$ cat src/rtl/reversible_pipelined_adder.sv
// Pipelined ripple-carry adder/subtractor built from Peres-gate reversible full adders,
// one operand slice per stage with valid/ready flow control. Optional signed overflow: REV_ADDER_OVF_EN.
module reversible_pipelined_adder #(
   parameter int WIDTH  = 8,
   parameter int STAGES = 2
) (
   input  logic             clk,
   input  logic             rst_n,
   input  logic             in_valid,
   output logic             in_ready,
   input  logic [WIDTH-1:0] a,
   input  logic [WIDTH-1:0] b,
   input  logic             cin,
   input  logic             sub,
   output logic             out_valid,
   input  logic             out_ready,
   output logic [WIDTH-1:0] sum,
`ifdef REV_ADDER_OVF_EN
   output logic             ovf,
`endif
   output logic             cout
);

   localparam int SLICE = WIDTH / STAGES;
   localparam int LAST  = STAGES - 1;

   // Two cascaded Peres gates with the ancilla tied low; returns {carry, sum}.
   // The pass-through outputs of both gates are garbage and are not propagated.
   function automatic logic [1:0] rfa(input logic x, input logic y, input logic c);
      logic p1_q;
      logic p1_r;
      p1_q = x ^ y;
      p1_r = (x & y) ^ 1'b0;
      rfa  = {(p1_q & c) ^ p1_r, p1_q ^ c};
   endfunction

   // Register k holds the state after slice k has been added; register LAST is the output.
   logic             valid_r [STAGES];
   logic [WIDTH-1:0] a_r     [STAGES];
   logic [WIDTH-1:0] b_r     [STAGES];
   logic [WIDTH-1:0] psum_r  [STAGES];
   logic             c_r     [STAGES];

   logic             st_valid_s [STAGES];
   logic [WIDTH-1:0] st_a_s     [STAGES];
   logic [WIDTH-1:0] st_b_s     [STAGES];
   logic [WIDTH-1:0] st_sum_s   [STAGES];
   logic             st_c_s     [STAGES];
   logic [WIDTH-1:0] nxt_sum_s  [STAGES];
   logic             nxt_c_s    [STAGES];
   logic             adv_s;

`ifdef REV_ADDER_OVF_EN
   logic             cmsb_s;
   logic             ovf_r;
`endif

   assign adv_s     = ~valid_r[LAST] | out_ready;
   assign in_ready  = adv_s;
   assign out_valid = valid_r[LAST];
   assign sum       = psum_r[LAST];
   assign cout      = c_r[LAST];
`ifdef REV_ADDER_OVF_EN
   assign ovf       = ovf_r;
`endif

   // Stage inputs: stage 0 takes the conditioned operands, later stages the previous register.
   always_comb begin
      st_valid_s[0] = in_valid;
      st_a_s[0]     = a;
      st_b_s[0]     = b ^ {WIDTH{sub}};
      st_sum_s[0]   = {WIDTH{1'b0}};
      st_c_s[0]     = sub ? 1'b1 : cin;
      for (int k = 1; k < STAGES; k++) begin
         st_valid_s[k] = valid_r[k-1];
         st_a_s[k]     = a_r[k-1];
         st_b_s[k]     = b_r[k-1];
         st_sum_s[k]   = psum_r[k-1];
         st_c_s[k]     = c_r[k-1];
      end
   end

   // Ripple each stage's slice through the reversible cells.
   always_comb begin
      logic       carry_v;
      logic [1:0] cell_v;
`ifdef REV_ADDER_OVF_EN
      cmsb_s = 1'b0;
`endif
      for (int k = 0; k < STAGES; k++) begin
         nxt_sum_s[k] = st_sum_s[k];
         carry_v      = st_c_s[k];
         for (int i = 0; i < SLICE; i++) begin
`ifdef REV_ADDER_OVF_EN
            if ((k * SLICE + i) == (WIDTH - 1)) begin
               cmsb_s = carry_v;
            end else begin
               cmsb_s = cmsb_s;
            end
`endif
            cell_v = rfa(st_a_s[k][k*SLICE+i], st_b_s[k][k*SLICE+i], carry_v);
            nxt_sum_s[k][k*SLICE+i] = cell_v[0];
            carry_v = cell_v[1];
         end
         nxt_c_s[k] = carry_v;
      end
   end

   // Pipeline registers; data only loads behind a valid op so outputs hold across bubbles.
   always_ff @(posedge clk or negedge rst_n) begin
      if (!rst_n) begin
         for (int k = 0; k < STAGES; k++) begin
            valid_r[k] <= 1'b0;
            a_r[k]     <= {WIDTH{1'b0}};
            b_r[k]     <= {WIDTH{1'b0}};
            psum_r[k]  <= {WIDTH{1'b0}};
            c_r[k]     <= 1'b0;
         end
      end else if (adv_s) begin
         for (int k = 0; k < STAGES; k++) begin
            valid_r[k] <= st_valid_s[k];
            if (st_valid_s[k]) begin
               a_r[k]    <= st_a_s[k];
               b_r[k]    <= st_b_s[k];
               psum_r[k] <= nxt_sum_s[k];
               c_r[k]    <= nxt_c_s[k];
            end
         end
      end
   end

`ifdef REV_ADDER_OVF_EN
   // Signed overflow travels with the final stage result.
   always_ff @(posedge clk or negedge rst_n) begin
      if (!rst_n) begin
         ovf_r <= 1'b0;
      end else if (adv_s && st_valid_s[LAST]) begin
         ovf_r <= cmsb_s ^ nxt_c_s[LAST];
      end
   end
`endif

endmodule
$ cat config.mk
export PLATFORM = sky130hd
export DESIGN_NAME = reversible_pipelined_adder
export DESIGN_NICKNAME = d
export VERILOG_FILES = /design/src/rtl/reversible_pipelined_adder.sv
export SDC_FILE = /design/constraint.sdc
export NUM_CORES = 1
export LEC_CHECK = 0
export BUFFER_PORTS_ARGS = -buffer_cell sky130_fd_sc_hd__buf_2
export CAP_MARGIN = 25
export CORE_AREA = 4 4 56 58
export CTS_CLUSTER_SIZE = 24
export DETAILED_ROUTE_END_ITERATION = 10
export DIE_AREA = 0 0 60 62
export GPL_TIMING_DRIVEN = 0
export PLACE_DENSITY = 0.8
export SLEW_MARGIN = 20
export SYNTH_ARGS = -nofsm -noshare
export SYNTH_HDL_FRONTEND = slang
export SYNTH_SLANG_ARGS = --single-unit
$ cat constraint.sdc
create_clock -name clk -period 4.81 [get_ports clk]
set_input_delay 0.2405 -clock clk [delete_from_list [all_inputs] [get_ports clk]]
set_output_delay 0.2405 -clock clk [all_outputs]
set_load 0.01 [all_outputs]
Yosys cells after proc, flatten, opt, wreduce, memory -nomap -nowiden
Index checks and enable logic that the tools add are counted.
{"block": "totals", "register_bits": 32, "output_inout_bits": 11, "elab_cells": 54}
{"block": "classes", "n_mux": 1, "n_bitwise": 43, "n_reduce_logical": 2}
{"op": "$xor A1 B1 Y1", "count": 24}
{"op": "$and A1 B1 Y1", "count": 16}
{"op": "$xor A8 B8 Y8", "count": 1}
{"op": "$reduce_and A2 Y1", "count": 2}
{"op": "$mux W1", "count": 1}
{"op": "$not A1 Y1", "count": 1}
{"op": "$or A1 B1 Y1", "count": 1}

Longest topological paths before layout
Gate-level depths: netlist (run 1).
{"block": "depth", "depth_word": 10, "depth_mapped": 8, "mapped_depth_nobuf": 7}

Least setup slack after synthesis (run 1)
No wires, ideal clock.
{"block": "synth_path", "path_kind": "input to register", "start": "in sub", "end": "reg psum_r (netlist bit nxt_sum_s[3])", "setup_ps": 125, "arrival_time_ps": 2422, "t_required_ps": 4685, "path_slack_ps": 2263, "cell_stages": 8, "path_buffers": 1, "path_cell_list": "buf_2 xnor2_1 fa_1 fa_1 fa_1 inv_1 fa_1 mux2_2"}
{"item": "start, declared", "line_no": "14", "rtl": "input logic sub,"}
{"item": "end signal, assigned by index", "line_no": "116", "rtl": "psum_r[k] <= {WIDTH{1'b0}};"}
{"item": "end signal, assigned by index", "line_no": "125", "rtl": "psum_r[k] <= nxt_sum_s[k];"}
{"item": "end, declared", "line_no": "41", "rtl": "logic [WIDTH-1:0] psum_r [STAGES];"}

==> impl_metrics.py, run 1 <==
metrics = {
    "synth": {
        "synthCells": 83,
        "synthArstFlopShare": 1.00,
        "synth_nets": 113,
        "synth-edff-count": 0,
        "dominantRegCellSynth": "dfrtp_1",
        "syn_area_um2": 1200,
        "avgSynthCellArea_um2": 14.4,
        "synth.distinct_cells": 16,
        "yosys_warnings": 0,
        "ys_seq_area_frac": 0.501,
        "ys_ff_latch": 24,
    },
    "power": {
        "p_total_uw": 630,
        "comb_power_share": 0.347,
        "powerDensity_nw_per_um2": 438,
        "power.share.clock": 0.165,
        "intPower_uw": 434,
        "switching_share": 0.311,
        "power_frac_seq": 0.489,
        "leakagePower_nw": 0.745,
        "irDropWorstVdd_mv": 0.285,
        "p_switching_uw": 196,
    },
    "outcome": {
        "status": "finished, final reports clean",
    },
    "layout": {
        "n_antenna_cell": 0,
        "layout_common_cells": "32 x buf_2, 24 x dfrtp_1, 13 x inv_1",
        "instances_no_fill": 150,
        "layout-drive-gt1-share": 0.471,
        "syn_to_final_growth_pct": 20.0,
        "mostFrequentLayoutCell": "buf_2",
        "final_core_util": 0.540,
        "fin_nets": 150,
        "design_area_um2": 1440,
    },
    "route": {
        "vias_per_cell": 4.72,
        "drt_first_pass_iters": 2,
        "drc": 0,
        "vias": 708,
        "post_drt_wl_per_cell_um": 13.5,
        "wirelength_um": 2030,
        "drtIter0Drc": 11,
        "drtAntennaViolNets": 0,
    },
    "clock_network": {
        "cts_sinks": 24,
        "clk_latency_ns": 0.30,
        "cts_buffers": 3,
        "htreeDepth": 1,
        "cts.clk_slew.worst_paths_ns": 0.13,
        "clock-root-buffer": "clkbuf_4",
        "cts.path.max_buffers": 2,
        "cts_tree": "built",
        "post_cts_resized": 0,
    },
    "setup_path": {
        "slowest_stage": "fa_1",
        "worstSetupPathType": "in -> reg",
        "crit_top_cell": "fa_1",
        "endpoint_kind": "register",
        "crit_arrival_ns": 2.54,
        "crit_chain": "buf_2, xnor2_1, fa_1, fa_1, fa_1, inv_1, fa_1, mux2_2",
        "crit_required_ns": 5.01,
        "cpPeakStageDelay_ns": 0.42,
        "worstSetupStartpointType": "input port",
        "critPathMaxFanout": 9,
    },
    "timing": {
        "slew_headroom": 0.654,
        "final_max_slew_viol_count": 0,
        "hold_violations": 0,
        "worst_slew_pin_slew_ns": 0.519,
        "max_clock_freq_mhz": 428,
        "hold_slack_ns": 0.164,
        "clock_skew_ns": 0.00396,
        "rsz0062_at_grt": "no",
        "period_share": 0.486,
        "timing.final.ws_setup_ns": 2.47,
        "setup_viol": 0,
        "period_needed_ns": 2.34,
        "finalSetupTns_ns": 0,
    },
    "global_routing": {
        "grt_usage": 0.125,
        "grt_max_degree": 25,
        "grt_pass1_vias": 765,
        "grt_pass1_wl_um": 3360,
        "antenna_found_initial": 0,
        "grt-ovfl-total": 0,
    },
    "place": {
        "gp_congestion": 0.725,
        "dp_slack_ns": 2.10,
        "dp_cells": 145,
        "portBuffers": 31,
        "hpwl_um": 1620,
        "dpl-instance-area_um2": 1390,
    },
    "floorplan": {
        "die_x_um": 60,
        "die_area_um2": 3720,
        "die_height_um": 62,
        "core_area_um2": 2660,
        "rows": 19,
        "initial_core_util": 0.450,
        "pin_count": 33,
    },
    "job": {
        "maxCapViolCount": 0,
    },
    "hold_path": {
        "worstHoldPathType": "in -> reg",
    },
}
==> kinds of logic (layout without fill, tap and decap cells) <==
| group | Yosys count | in the layout | share of synthesized area |
|---|---|---|---|
| AO/OA/AOI/OAI | 1 | 1 | 0.00417 |
| multiplexers | 22 | 22 | 0.216 |
| buffers and inverters | 15 | 51 | 0.0543 |
| adder cells (fa/ha/maj) | 8 | 8 | 0.134 |
| XOR/XNOR | 8 | 8 | 0.0584 |
| flip-flops | 24 | 24 | 0.501 |
| AND/OR/NAND/NOR | 5 | 5 | 0.0324 |
==> cell usage after synthesis, types with 4 or more instances <==
library cell	number	area share
xnor2_1	4	0.029
mux2_4	5	0.063
mux2i_1	6	0.050
inv_1	13	0.041
xor2_1	4	0.029
fa_1	8	0.13
mux2_2	11	0.10
dfrtp_1	24	0.50
==> critical path: cells and delay by family <==
kind / cells / cell delay [ns]
fa+ha+maj: 4 / 1.60
mux: 1 / 0.27
buf+inv: 2 / 0.30
xor+xnor: 1 / 0.13
==> layout make-up <==
type,count,area (µm²)
fillers,232,1220
flip-flops and latches,24,601
multi-input cells,44,533
repair buffers,32,165
inverters,13,48.8
well taps,31,38.8
clock buffers,4,36.3
plain buffers,2,16.3
==> timing repair <==
action	in CTS	in global routing
buffers inserted	0	0
hold buffers	1	0
endpoints found under the hold margin	24	0
==> power by group through the flow <==
stage / Sequential, mW / Clock, mW / Combinational [mW]
final: 0.308 / 0.104 / 0.219
after global routing: 0.317 / 0.115 / 0.249
after CTS: 0.310 / 0.108 / 0.225
after detailed placement: 0.314 / 0 / 0.224
after global placement: 0.309 / 0 / 0.211
after floorplan: 0.328 / 0 / 0.121
==> layer usage <==
layer  up-vias  wire length [µm]  GRT usage
met5         -                 0          0
met2        16              1130      0.236
li1        331                 -          -
met4         0                23     0.0570
met1       359               756      0.130
met3         2               118     0.0310
==> registers in the layout (all words and copies together), names as in the netlist <==
name and flops:
st_valid_s 1, c_r 1, sum 8, b_r 4, a_r 4, nxt_sum_s 4
cout 1, out_valid 1
==> final timing paths <==
path	start	end	slack (ns)	depth (start not counted)
setup / recovery	sub	nxt_sum_s[3]	2.47	8
hold / removal	a[4]	a_r[12]	0.16	2
setup reg to reg	a_r[12]	sum[7]	2.50	6
hold reg to reg	sum[5]	sum[5]	0.52	1
max in group asynchronous	rst_n	a_r[14]	4.04	2
min in group asynchronous	rst_n	sum[1]	0.42	2
No activity file was read; power rests on OpenSTA's default activity.
==> run 2: changes to the inputs <==
Settings changed: CORE_AREA 4 4 56 58 to 4 4 57 59, DIE_AREA 0 0 60 62 to 0 0 61 63.
Clock period 4.81 ns to 2.1 ns, I/O delays scaled along.
==> run 2 against run 1 <==
Effect of this change:
- the run now ends with negative setup slack left
- clock skew fell by 0.0025 ns
- clock power rose by 84%
- wire length fell by 0.79%
- die area rose by 3.3%
- largest power group unchanged
- critical path depth fell by 2
==> impl_metrics.py, run 2 (synthesis gave the netlist of run 1 again) <==
metrics = {
    "outcome": {
        "status": "complete, but fails checks",
        "failed_checks": "negative setup slack",
    },
    "setup_path": {
        "cpPeakStageDelay_ns": 0.43,
        "crit_required_ns": 2.34,
        "slowest_stage": "dfrtp_1",
        "cp_num_cells": 6,
        "crit_arrival_ns": 2.40,
        "worstSetupStartpointType": "register",
        "critPathMaxFanout": 2,
        "crit_top_cell": "fa_2",
        "worstSetupPathType": "reg -> reg",
        "crit_chain": "fa_2, fa_2, fa_2, inv_2, fa_1, mux2i_1",
        "endpoint_kind": "register",
        "cp.buffers_inverters": 1,
        "r2r_cells": 6,
        "cp_top_family": "adder cells",
    },
    "floorplan": {
        "core_area_um2": 2710,
        "die_height_um": 63,
        "die_area_um2": 3840,
        "pin_count": 33,
        "die_x_um": 61,
        "initial_core_util": 0.442,
        "rows": 19,
    },
    "layout": {
        "syn_to_final_growth_pct": 21.1,
        "instances_no_fill": 149,
        "final_core_util": 0.536,
        "n_antenna_cell": 0,
        "layout-drive-gt1-share": 0.525,
        "mostFrequentLayoutCell": "buf_2",
        "largest_reg_flops": 8,
        "fin_nets": 150,
        "layout_common_cells": "31 x buf_2, 24 x dfrtp_1, 12 x inv_1",
    },
    "route": {
        "drt_first_pass_iters": 2,
        "vias": 703,
        "drc": 0,
        "drtAntennaViolNets": 0,
        "vias_per_cell": 4.72,
        "wirelength_um": 2010,
        "drtIter0Drc": 1,
        "post_drt_wl_per_cell_um": 13.5,
    },
    "place": {
        "portBuffers": 31,
        "dp_cells": 145,
        "hpwl_um": 1660,
        "gp_congestion": 0.717,
    },
    "timing": {
        "period_needed_ns": 2.16,
        "hold_slack_ns": 0.0236,
        "timing.final.ws_setup_ns": -0.0632,
        "rsz0062_at_grt": "yes",
        "max_clock_freq_mhz": 462,
        "slew_headroom": 0.643,
        "setup_viol": 1,
        "hold_violations": 0,
        "period_share": 1.03,
        "final_max_slew_viol_count": 0,
        "clock_skew_ns": 0.00144,
        "worst_slew_pin_slew_ns": 0.535,
    },
    "global_routing": {
        "grt_pass1_wl_um": 3540,
        "antenna_found_initial": 0,
        "grt_max_degree": 25,
        "grt_pass1_vias": 827,
        "grt-ovfl-total": 0,
        "grt_usage": 0.123,
    },
    "clock_network": {
        "cts_sinks": 24,
        "cts_buffers": 3,
        "cts.path.max_buffers": 2,
        "cts_tree": "built",
        "clk_latency_ns": 0.30,
        "clock-root-buffer": "clkbuf_4",
        "cts.clk_slew.worst_paths_ns": 0.12,
        "htreeDepth": 1,
    },
    "power": {
        "p_switching_uw": 443,
        "leakagePower_nw": 0.740,
        "irDropWorstVdd_mv": 0.494,
        "switching_share": 0.315,
        "power.share.clock": 0.135,
        "power_frac_seq": 0.500,
        "p_total_mw": 1.41,
        "comb_power_share": 0.364,
        "powerDensity_nw_per_um2": 970,
        "intPower_uw": 964,
    },
    "hold_path": {
        "holdPathStages": 2,
        "worstHoldPathType": "in -> reg",
    },
    "job": {
        "maxCapViolCount": 0,
    },
}
-- run 2: changes by cell type in the layout (fill, tap and decap cells not counted), sizes merged --
| cell | before | now |
|---|---|---|
| clkbuf | 4 | 3 |
-- run 2: final cells by class --
type | instances | area (µm²)
buffer | 2 | 22.5
timing repair buffer | 32 | 165
inverter | 13 | 48.8
tap | 31 | 38.8
fill | 241 | 1260
clock buffer | 3 | 22.5
multi-input combinational | 44 | 553
sequential | 24 | 601
-- run 2: layer usage --
metal,part of all wire,global-route usage,up-vias
li1,-,-,333
met1,0.37,0.143,349
met2,0.56,0.209,17
met3,0.049,0.0248,4
met4,0.018,0.0569,0
met5,0,0,-
-- run 2: worst paths after layout --
check	start	to	slack (ns)
worst max register to register	c_r[1]	sum[7]	-0.06
min in group asynchronous	rst_n	a_r[15]	0.30
worst min-delay path	a[6]	a_r[14]	0.02
worst min register to register	sum[5]	sum[5]	0.51
worst max-delay path	c_r[1]	sum[7]	-0.06
max in group asynchronous	rst_n	sum[2]	1.45
-- run 2: repair_timing --
item                                   4_1_cts  5_1_grt
setup buffers                                0        0
setup endpoints to repair                    1        1
endpoints found under the hold margin       24        0
hold buffers                                 1        0
pin swaps                                    2        1
resized for setup                            1        0
-- run 2: per-stage QoR --
step | area (µm²) | TNS (ns) | setup slack [ns]
global placement | 1420 | -0.254 | -0.202
global route | 1450 | -0.160 | -0.160
floorplan | 1220 | -0.152 | -0.152
finish | 1450 | -0.0632 | -0.0632
detailed placement | 1420 | -0.384 | -0.290
CTS | 1450 | -0.0823 | -0.0823
-- run 2: power groups by stage --
stage / clock (mW) / combinational (mW) / sequential (mW)
2_1_floorplan: 0 / 0.288 / 0.752
3_3_place_gp: 0 / 0.493 / 0.711
3_5_place_dp: 0 / 0.529 / 0.716
4_1_cts: 0.201 / 0.533 / 0.706
5_1_grt: 0.222 / 0.577 / 0.730
6_report: 0.191 / 0.513 / 0.704
==> run 3: changes to the inputs <==
Settings changed: SETUP_SLACK_MARGIN set to 0.15.
==> run 3 against run 2 <==
Effect of this change:
- the flow still finishes with violations (negative setup slack)
- count of clock-buffer cells in the layout stayed put
- register-to-register slack hardly changed
- clock skew is 0.0011 ns higher
- critical path depth stayed put
- worst hold slack better by 0.0032 ns
- largest cell class unchanged
- sequential share of layout area is 0.74 points lower
- wire length is 4.6% higher
- via count stayed put
- final cell count stayed put
- total power is 1.3% higher
- sequential cell count stayed put
==> impl_metrics.py, run 3 (synthesis gave the netlist of run 1 again) <==
metrics = {
    "clock_network": {
        "cts_tree": "built",
        "cts_sinks": 24,
        "cts_buffers": 3,
        "cts.path.max_buffers": 2,
        "clk_latency_ns": 0.30,
        "cts.clk_slew.worst_paths_ns": 0.12,
        "cts_setup_buffers": 0,
        "clock-root-buffer": "clkbuf_4",
        "htreeDepth": 1,
    },
    "route": {
        "vias": 703,
        "post_drt_wl_per_cell_um": 14.1,
        "wirelength_um": 2110,
        "drc": 0,
        "drt_first_pass_iters": 4,
        "drtAntennaViolNets": 0,
        "drtIter0Drc": 9,
        "vias_per_cell": 4.72,
    },
    "global_routing": {
        "antenna_found_initial": 0,
        "grt-ovfl-total": 0,
        "grt_max_degree": 25,
        "grt_usage": 0.136,
        "grt_pass1_vias": 833,
        "grt_pass1_wl_um": 3750,
    },
    "timing": {
        "timing.final.ws_setup_ns": -0.0758,
        "period_share": 1.04,
        "hold_violations": 0,
        "slew_headroom": 0.656,
        "final_max_slew_viol_count": 0,
        "period_needed_ns": 2.18,
        "clock_skew_ns": 0.00254,
        "worst_slew_pin_slew_ns": 0.516,
        "rsz0062_at_grt": "yes",
        "finalSetupTns_ns": -0.0758,
        "max_clock_freq_mhz": 460,
        "setup_viol": 1,
    },
    "setup_path": {
        "worstSetupPathType": "reg -> reg",
        "cpPeakStageDelay_ns": 0.42,
        "worstSetupEndpoint": "sum[7]",
        "critPathMaxFanout": 2,
        "reg2reg_slack_ns": -0.08,
        "startpoint": "c_r[1]",
        "cp_top_family": "adder cells",
        "crit_top_cell": "fa_2",
        "reg2reg_from": "c_r[1]",
        "endpoint_kind": "register",
        "worstSetupStartpointType": "register",
        "r2r_cells": 6,
        "crit_required_ns": 2.34,
        "crit_arrival_ns": 2.41,
        "crit_chain": "fa_2, fa_2, fa_2, inv_2, fa_1, mux2i_1",
        "worst_r2r_endpoint": "sum[7]",
        "slowest_stage": "dfrtp_1",
        "cp.buffers_inverters": 1,
        "cp_num_cells": 6,
    },
    "floorplan": {
        "core_area_um2": 2710,
        "pin_count": 33,
        "rows": 19,
        "initial_core_util": 0.442,
        "die_height_um": 63,
        "die_x_um": 61,
        "die_area_um2": 3840,
    },
    "power": {
        "leakagePower_nw": 0.747,
        "powerDensity_nw_per_um2": 965,
        "irDropWorstVdd_mv": 0.530,
    },
    "layout": {
        "syn_to_final_growth_pct": 23.3,
        "layout-drive-gt1-share": 0.542,
        "n_fill_cell": 259,
        "final_core_util": 0.545,
        "layout_common_cells": "31 x buf_2, 24 x dfrtp_1, 11 x inv_1",
        "n_antenna_cell": 0,
        "mostFrequentLayoutCell": "buf_2",
        "largest_reg_flops": 8,
        "instances_no_fill": 149,
        "fin_nets": 150,
    },
    "place": {
        "dp_cells": 145,
        "gp_congestion": 0.716,
        "hpwl_um": 1720,
        "portBuffers": 31,
        "dp_slack_ns": -0.254,
    },
    "hold_path": {
        "min-delay-start": "a[6]",
        "worstHoldPathType": "in -> reg",
    },
    "outcome": {
        "failed_checks": "negative setup slack",
        "status": "complete, but fails checks",
    },
    "job": {
        "maxCapViolCount": 0,
    },
}
-- run 3: cell counts in the layout (fill, tap and decap cells not counted) --
No cell type changed its count.
-- run 3: through the flow --
step	cell area (µm²)	power [mW]	hold slack [ns]
final	1480	1.43	0.0269
after global routing	1480	1.55	0.00541
after CTS	1480	1.46	0.0169
after detailed placement	1420	1.25	0.112
after global placement	1420	1.21	0.101
after floorplan	1220	1.04	-0.191
-- run 3: worst min path at each step --
stage	to	slack, ns	cells after the start
floorplan	a_r[12]	-0.19	0
global placement	cout	0.10	1
detailed placement	a_r[15]	0.11	1
CTS	a_r[14]	0.02	2
global route	a_r[15]	0.005	2
finish	a_r[14]	0.03	2
-- run 3: final cells by class --
cell class	instances	area [µm²]	area share
multi-input cells	44	571	0.386
inverters	13	48.8	0.0330
well taps	31	38.8	0.0262
flip-flops and latches	24	601	0.406
plain buffers	2	31.3	0.0212
clock buffers	3	22.5	0.0152
repair buffers	32	165	0.112
-- run 3: layer usage --
| layer | GRT usage | up-vias | wire length (µm) | share of wire |
|---|---|---|---|---|
| met5 | 0 | - | 0 | 0 |
| met4 | 0.0569 | 0 | 29 | 0.014 |
| met3 | 0.0289 | 4 | 108 | 0.051 |
| met2 | 0.246 | 19 | 1210 | 0.57 |
| met1 | 0.145 | 348 | 759 | 0.36 |
| li1 | - | 332 | - | - |
-- run 3: worst register-to-register path: cells and delay by family (launching register included) --
kind,cells,cell delay (ns)
adder cells (fa/ha/maj),4,1.51
multiplexers,1,0.13
buffers and inverters,1,0.06
flip-flops,1,0.42
-- run 3: power by group --
group	internal, mW	total [mW]	leakage (nW)	switching, mW
logic	0.289	0.530	0.454	0.242
clock network	0.0669	0.189	0.0138	0.122
registers	0.620	0.707	0.280	0.0867
-- run 3: timing repair --
action,in CTS,in global routing
gates resized for setup,6,0
hold buffers,1,0
pin swaps,2,1
endpoints found under the hold margin,24,0
setup endpoints to repair,3,4
